==> config.mk <==
export PLATFORM = sky130hd
export DESIGN_NAME = cacheline_adaptor
export DESIGN_NICKNAME = d
export VERILOG_FILES = /design/src/rtl/cache_types_pkg.sv /design/src/rtl/cacheline_adaptor.sv
export SDC_FILE = /design/constraint.sdc
export NUM_CORES = 1
export LEC_CHECK = 0
export BUFFER_PORTS_ARGS = -buffer_cell sky130_fd_sc_hd__buf_2
export CORE_AREA = 2 2 273 275
export DETAILED_ROUTE_END_ITERATION = 6
export DIE_AREA = 0 0 275 277
export PLACE_DENSITY = 0.61
export SETUP_SLACK_MARGIN = 0.2
export SLEW_MARGIN = 20
export SYNTH_ARGS = -nofsm -noshare
export SYNTH_HDL_FRONTEND = slang
export SYNTH_SLANG_ARGS = --single-unit
==> constraint.sdc <==
create_clock -name clk -period 2.4 [get_ports clk]
set_clock_uncertainty 0.1 [all_clocks]
set_input_delay 0.12 -clock clk [delete_from_list [all_inputs] [get_ports clk]]
set_output_delay 0.12 -clock clk [all_outputs]
set_load 0.01 [all_outputs]
==> src/rtl/cache_types_pkg.sv <==
// Shared types and constants for the cache-to-memory line/burst adaptor.
package cache_types_pkg;

    localparam int LINE_BITS = 256;
    localparam int BEAT_BITS = 64;
    localparam int NUM_BEATS = LINE_BITS / BEAT_BITS;

    typedef logic [LINE_BITS-1:0] line_t;
    typedef logic [BEAT_BITS-1:0] beat_t;
    typedef logic [1:0]           beat_idx_t;

    typedef enum logic [1:0] {
        IDLE,
        READ,
        WRITE,
        DONE
    } adaptor_state_t;

    localparam beat_idx_t LAST_BEAT = beat_idx_t'(NUM_BEATS - 1);

    // Beat k of a line occupies bits [64k+63:64k].
    function automatic beat_t get_beat(input line_t line, input beat_idx_t k);
        return line[{k, 6'b0} +: BEAT_BITS];
    endfunction

endpackage

==> src/rtl/cacheline_adaptor.sv <==
// Converts a 256-bit cache line fill/writeback into a 4-beat 64-bit memory burst.
// Optional CACHELINE_CRITICAL_WORD_FIRST_EN starts read bursts at the requested beat.
module cacheline_adaptor
    import cache_types_pkg::*;
(
    input  logic        clk,
    input  logic        rst,
    input  line_t       line_i,
    output line_t       line_o,
    input  logic [31:0] address_i,
    input  logic        read_i,
    input  logic        write_i,
    output logic        resp_o,
    input  beat_t       burst_i,
    output beat_t       burst_o,
    output logic [31:0] address_o,
    output logic        read_o,
    output logic        write_o,
    input  logic        resp_i
);

    adaptor_state_t state_q;
    beat_idx_t      cnt_q;
    beat_idx_t      start_q;
    line_t          rline_q;
    line_t          wline_q;
    beat_t          burst_q;
    logic [31:0]    addr_q;
    logic           read_q;
    logic           write_q;
    logic           resp_q;

    beat_idx_t      cnt_d;
    beat_idx_t      slot;
    beat_idx_t      read_start;
    logic [31:0]    read_addr;
    logic           unused_addr_bits;

`ifdef CACHELINE_CRITICAL_WORD_FIRST_EN
    assign read_start       = address_i[4:3];
    assign read_addr        = {address_i[31:3], 3'b0};
    assign unused_addr_bits = ^address_i[2:0];
`else
    assign read_start       = '0;
    assign read_addr        = {address_i[31:5], 5'b0};
    assign unused_addr_bits = ^address_i[4:0];
`endif

    assign cnt_d = cnt_q + 2'd1;
    // 2-bit add wraps slot 3 -> 0 for critical-word-first ordering.
    assign slot  = cnt_q + start_q;

    // NOTE: state is updated only with non-blocking assignments so every branch
    // sees the values from before this edge, regardless of statement order.
    always_ff @(posedge clk) begin
        if (rst) begin
            // NOTE: the fill line register is reset too: a burst interrupted by
            // reset must not leave a partial line visible on line_o.
            state_q <= IDLE;
            cnt_q   <= '0;
            start_q <= '0;
            rline_q <= '0;
            wline_q <= '0;
            burst_q <= '0;
            addr_q  <= '0;
            read_q  <= 1'b0;
            write_q <= 1'b0;
            resp_q  <= 1'b0;
        end else begin
            case (state_q)
                IDLE: begin
                    cnt_q <= '0;
                    if (write_i) begin
                        wline_q <= line_i;
                        addr_q  <= {address_i[31:5], 5'b0};
                        burst_q <= get_beat(line_i, 2'd0);
                        write_q <= 1'b1;
                        state_q <= WRITE;
                    end else if (read_i) begin
                        addr_q  <= read_addr;
                        start_q <= read_start;
                        read_q  <= 1'b1;
                        state_q <= READ;
                    end
                end
                READ: begin
                    if (resp_i) begin
                        rline_q[{slot, 6'b0} +: BEAT_BITS] <= burst_i;
                        if (cnt_q == LAST_BEAT) begin
                            read_q  <= 1'b0;
                            resp_q  <= 1'b1;
                            state_q <= DONE;
                        end else begin
                            cnt_q <= cnt_d;
                        end
                    end
                end
                WRITE: begin
                    if (resp_i) begin
                        if (cnt_q == LAST_BEAT) begin
                            write_q <= 1'b0;
                            resp_q  <= 1'b1;
                            state_q <= DONE;
                        end else begin
                            cnt_q   <= cnt_d;
                            burst_q <= get_beat(wline_q, cnt_d);
                        end
                    end
                end
                DONE: begin
                    resp_q  <= 1'b0;
                    cnt_q   <= '0;
                    state_q <= IDLE;
                end
                default: state_q <= IDLE;
            endcase
        end
    end

    assign line_o    = rline_q;
    assign burst_o   = burst_q;
    assign address_o = addr_q;
    assign read_o    = read_q;
    assign write_o   = write_q;
    assign resp_o    = resp_q;

endmodule
# Word-level counts from Yosys, hierarchy flattened
# Index checks and enable logic that the tools add are counted.
# totals
regBits	615
inputBits	357
out_inout_bits	355
word_cells	71
# classes
addsub	2
n_eq_ne	16
shifts	3
n_mux	25
n_reduce_logical	16
# ops
cell	count
$bwmux W256	1
$shift A64 B10 Y256 const A	1
$shiftx A256 B9 Y64	1
$shiftx A64 B10 Y256	1
$mux W64	3
$pmux W64 S2	1
$mux W32	2
$ne A2 B2 Y1 const B	9
$mux W2	6
$neg A8 Y10	1
$reduce_and A2 Y1	4
$reduce_and A4 Y1	2
$reduce_bool A2 Y1	4
$mux W1	7
$eq A2 B2 Y1 const B	3
$pmux W1 S2	3
$pmux W2 S3	1
$reduce_and A3 Y1	2
$reduce_and A5 Y1	1
$ne A2 B1 Y1 const B	2
$pmux W2 S2	1
$reduce_or A2 Y1	2
$ne A3 B3 Y1 const B	1
$add A2 B1 Y2 const B	1
2 further kinds	2

# Logic depth before layout (Yosys ltp)
# logic_depth
ltp_word	5
ltp_mapped	12

# Least setup slack after synthesis
# No wires, ideal clock.
# synth_path
path_kind	reg-to-reg
startpoint	register cnt_q[0]
endpoint	register burst_q[53], in the netlist burst_o[53]
setup_time_ns	0.141
t_arrival_ns	2.225
path_slack_ns	-0.065
path_stages_with_launch	12
cell_sequence	dfxtp_1 -> buf_2 -> buf_4 -> buf_4 -> inv_1 -> ha_1 -> buf_4 -> nand2_1 -> clkbuf_1 -> o22ai_1 -> nor3_2 -> nor3_2
# synth_via
elab_chain_cells	5
word_cells_on_any_way	8
classes_between	1 x add/sub; 2 x eq/ne; 1 x shift; 3 x mux; 1 x reduce/logical
# synth_rtl
element	line	text
start, declared	cacheline_adaptor.sv:23	beat_idx_t cnt_q;
start signal, assigned	cacheline_adaptor.sv:94	cnt_q <= cnt_d;
start signal, assigned	cacheline_adaptor.sv:105	cnt_q <= cnt_d;
$add A2 B1 Y2	cacheline_adaptor.sv:49	assign cnt_d = cnt_q + 2'd1;
$shiftx A256 B9 Y64	cache_types_pkg.sv:23	return line[{k, 6'b0} +: BEAT_BITS];
$mux W64	cacheline_adaptor.sv:100	if (cnt_q == LAST_BEAT) begin
$mux W64	cacheline_adaptor.sv:99	if (resp_i) begin
$pmux W64 S2	cacheline_adaptor.sv:70	case (state_q)
end signal, assigned	cacheline_adaptor.sv:76	burst_q <= get_beat(line_i, 2'd0);
end signal, assigned	cacheline_adaptor.sv:106	burst_q <= get_beat(wline_q, cnt_d);
end, declared	cacheline_adaptor.sv:27	beat_t burst_q;
# Parallel ways exist; a longest one is shown, timed or not. The select of a mux whose other input is x is not followed.
# A chain may end at the register's enable or synchronous reset.

# Final worst setup path
# layout_path
startpoint	register cnt_q[0]
endpoint	register burst_q[39], in the netlist burst_o[39]
# Same word-level chain as after synthesis.

==> out/results.ini <==
[detailed_routing]
vias = 23717
wl_per_cell_um = 19.2
drc = 4
wl_mm = 90.9
viasPerCell = 5.00
dr.pass1.iters = 7
first_iter_violations = 1689
antenna_left = 0

[final_layout]
fin_nets = 4076
ff_latch_area_um2 = 12200
fill_cells = 6966
areaGrowthSynthToFinish_pct = 44.4
multi_input_area_um2 = 10800
drive_above_1_share_pct = 27.7
fin_cells = 4745
fin_util_pct = 47.2

[min_path]
hold_depth = 4
hold_class = primary input to register

[yosys]
synth_seq_cells = 610
yosysSeqAreaShare_pct = 50.8
synth_flop_cell = dfxtp_1
synth_edf_count = 0
syn_avg_cell_area_um2 = 8.71
yosys.cell_types.count = 36
synthCells = 2759
synth-async-reset-ratio_pct = 0
yosys_warnings = 0
syn_area_um2 = 24000

[power]
swShare_pct = 33.9
intPower_mw = 21.9
peakVddDrop_v = 0.000769
p_per_area_nw_per_um2 = 955
p_switching_mw = 11.2
clkPwrFrac_pct = 34.0
seqPwrFrac_pct = 37.2
total_power_mw = 33.1
power_leakage_nw = 14.3
comb_power_share_pct = 28.8

[floorplanning]
num_io_pins = 712
die_area_um2 = 76200
die_y_um = 277
core_um2 = 73600
initial_core_util_pct = 32.7
fp.dieW_um = 275
rows = 100

[sta]
setup_viol = 0
max-slew-margin-rel_pct = 32.3
period_share_pct = 90.1
rsz0062_at_grt = no
hold_violations = 0
tightestPinTransition_ns = 1.02
slew_viol_final = 0
max_freq_mhz = 462
period_needed_ns = 2.16
fin_tns_setup_ns = 0

[place]
dp_cells = 4246
hpwl_mm = 58.7
portBuffers = 701
gp_congestion = 0.852

[flow_run]
drv_cap = 0

[setup_path]
cp_data_required_time_ns = 2.79
crit_arrival_ns = 2.55
critPathCaptureType = register
reg2regPathDepth = 6
cp_max_fo = 81
ff2ff_setup_slack_ns = 0.24
critPathKind = register to register
worstSetupStartpointType = register

[status]
violations = DRC
outcome = complete, but fails checks

[clocking]
cts_sinks = 610
cts_made_buffers = 71
tritoncts = built
clock_latency_ns = 0.62
clock_tree.buffer_depth = 3
path_clk_slew_ns = 0.06
cts_root_buf = clkbuf_16
cts_htree_levels = 3

[global_routing]
use_met2_pct = 38.2
grt_max_degree = 93
grt_pass1_vias = 23347
use_met1_pct = 27.0
grt-busiest-layer = met2
grt_overflow = 0
grt_util_all_layers_pct = 22.7
antenna_found_initial = 19
grtUsageMet3_pct = 5.66
grt_pass1_wl_mm = 136

==> per-layer routing <==
layer / part of all wire [%] / vias to the layer above
met1: 40 / 11211
met4: 4.4 / 16
met2: 48 / 940
met5: 0.11 / -
met3: 7.8 / 239
li1: - / 11311
==> per-stage QoR <==
step | hold slack (ns) | worst slack, ns | cell area [µm²]
detailed placement | 0.264 | 0.139 | 28500
global route | 0.163 | 0.199 | 34700
global placement | 0.261 | 0.186 | 28500
CTS | 0.143 | 0.201 | 34600
floorplan | 0.156 | 0.178 | 24200
finish | 0.190 | 0.238 | 34700
==> power groups by stage <==
stage / combinational, mW / clock [mW] / sequential, mW
floorplan: 5.85 / 0 / 12.6
global placement: 8.92 / 0 / 12.5
detailed placement: 8.99 / 0 / 12.5
CTS: 9.50 / 11.6 / 12.3
global route: 10.4 / 12.0 / 12.5
finish: 9.54 / 11.3 / 12.3
==> state kept, by name (all words and copies together) (netlist names) <==
register   flops
line_o       256
wline_q      256
burst_o       64
address_o     27
cnt_q          2
state_q        2
read_o         1
resp_o         1
write_o        1
==> cells in the mapped netlist (2+ instances only) <==
cell type | instances | area share (%)
dfxtp_1 | 610 | 51
nand2_1 | 596 | 9.3
a21oi_1 | 311 | 6.5
nor2_1 | 304 | 4.7
a22oi_1 | 233 | 7.3
mux2i_1 | 130 | 5.4
clkbuf_1 | 124 | 1.9
nor3_2 | 122 | 5.1
nor2b_1 | 65 | 1.7
buf_2 | 64 | 1.3
o22ai_1 | 64 | 1.7
nand3_1 | 28 | 0.58
buf_4 | 27 | 0.84
buf_6 | 19 | 0.89
ha_1 | 11 | 0.57
nor3_1 | 11 | 0.23
buf_1 | 10 | 0.16
inv_1 | 8 | 0.12
nand2b_1 | 3 | 0.078
and3_1 | 2 | 0.052
nor4b_2 | 2 | 0.12
==> path summary, 6_finish.rpt <==
kind / from / to
min reg2reg: line_o[94] / line_o[94]
min: line_i[167] / wline_q[167]
max: cnt_q[0] / burst_o[39]
max reg2reg: cnt_q[0] / burst_o[39]
==> cell usage in the layout (no fill, tap or decap), types with 18 or more instances in the layout <==
cell and instances:
buf_2 700, mux2i_1 130, buf_4 28, clkbuf_16 71, nor3_2 123, a22oi_1 233, dlygate4sd3_1 351, nand2_1 594
nor2b_1 64, buf_12 33, o22ai_1 54, nand3_1 24, clkbuf_8 18, dfxtp_1 606, a21oi_1 311, nor2_1 304
==> logic make-up after synthesis <==
kind of cell	after synthesis	synth area share, %
AND/OR/NAND/NOR	1137	22.1
AO/OA/AOI/OAI	617	15.8
flip-flops	610	50.8
buffers and inverters	252	5.29
multiplexers	130	5.42
adder cells (fa/ha/maj)	11	0.573
other	1	0.0156
XOR/XNOR	1	0.0365
==> critical path: stages (launching register included) <==
cell and delay, ns:
dfxtp_4 0.35, buf_4 0.14, buf_12 0.43, mux2i_1 0.50, o22ai_1 0.15, nor3_2 0.18
nor3_2 0.06
==> layout make-up <==
cell class | instances | share of cell area (%)
inverter | 8 | 0.0974
tap | 969 | 3.49
clock buffer | 102 | 5.97
multi-input combinational | 1901 | 31.0
clock inverter | 28 | 1.17
antenna | 11 | 0.0793
sequential | 610 | 35.2
timing repair buffer | 1116 | 23.0
==> timing repair <==
action | 4_1_cts | 5_1_grt
gates resized for setup | 2 | 10
hold endpoints to repair | 610 | 0
cloned | 2 | 0
setup buffers | 2 | 3
endpoints found under the setup margin | 65 | 79
pin swaps | 1 | 2
hold buffers | 351 | 0
No activity file was read; power rests on OpenSTA's default activity.
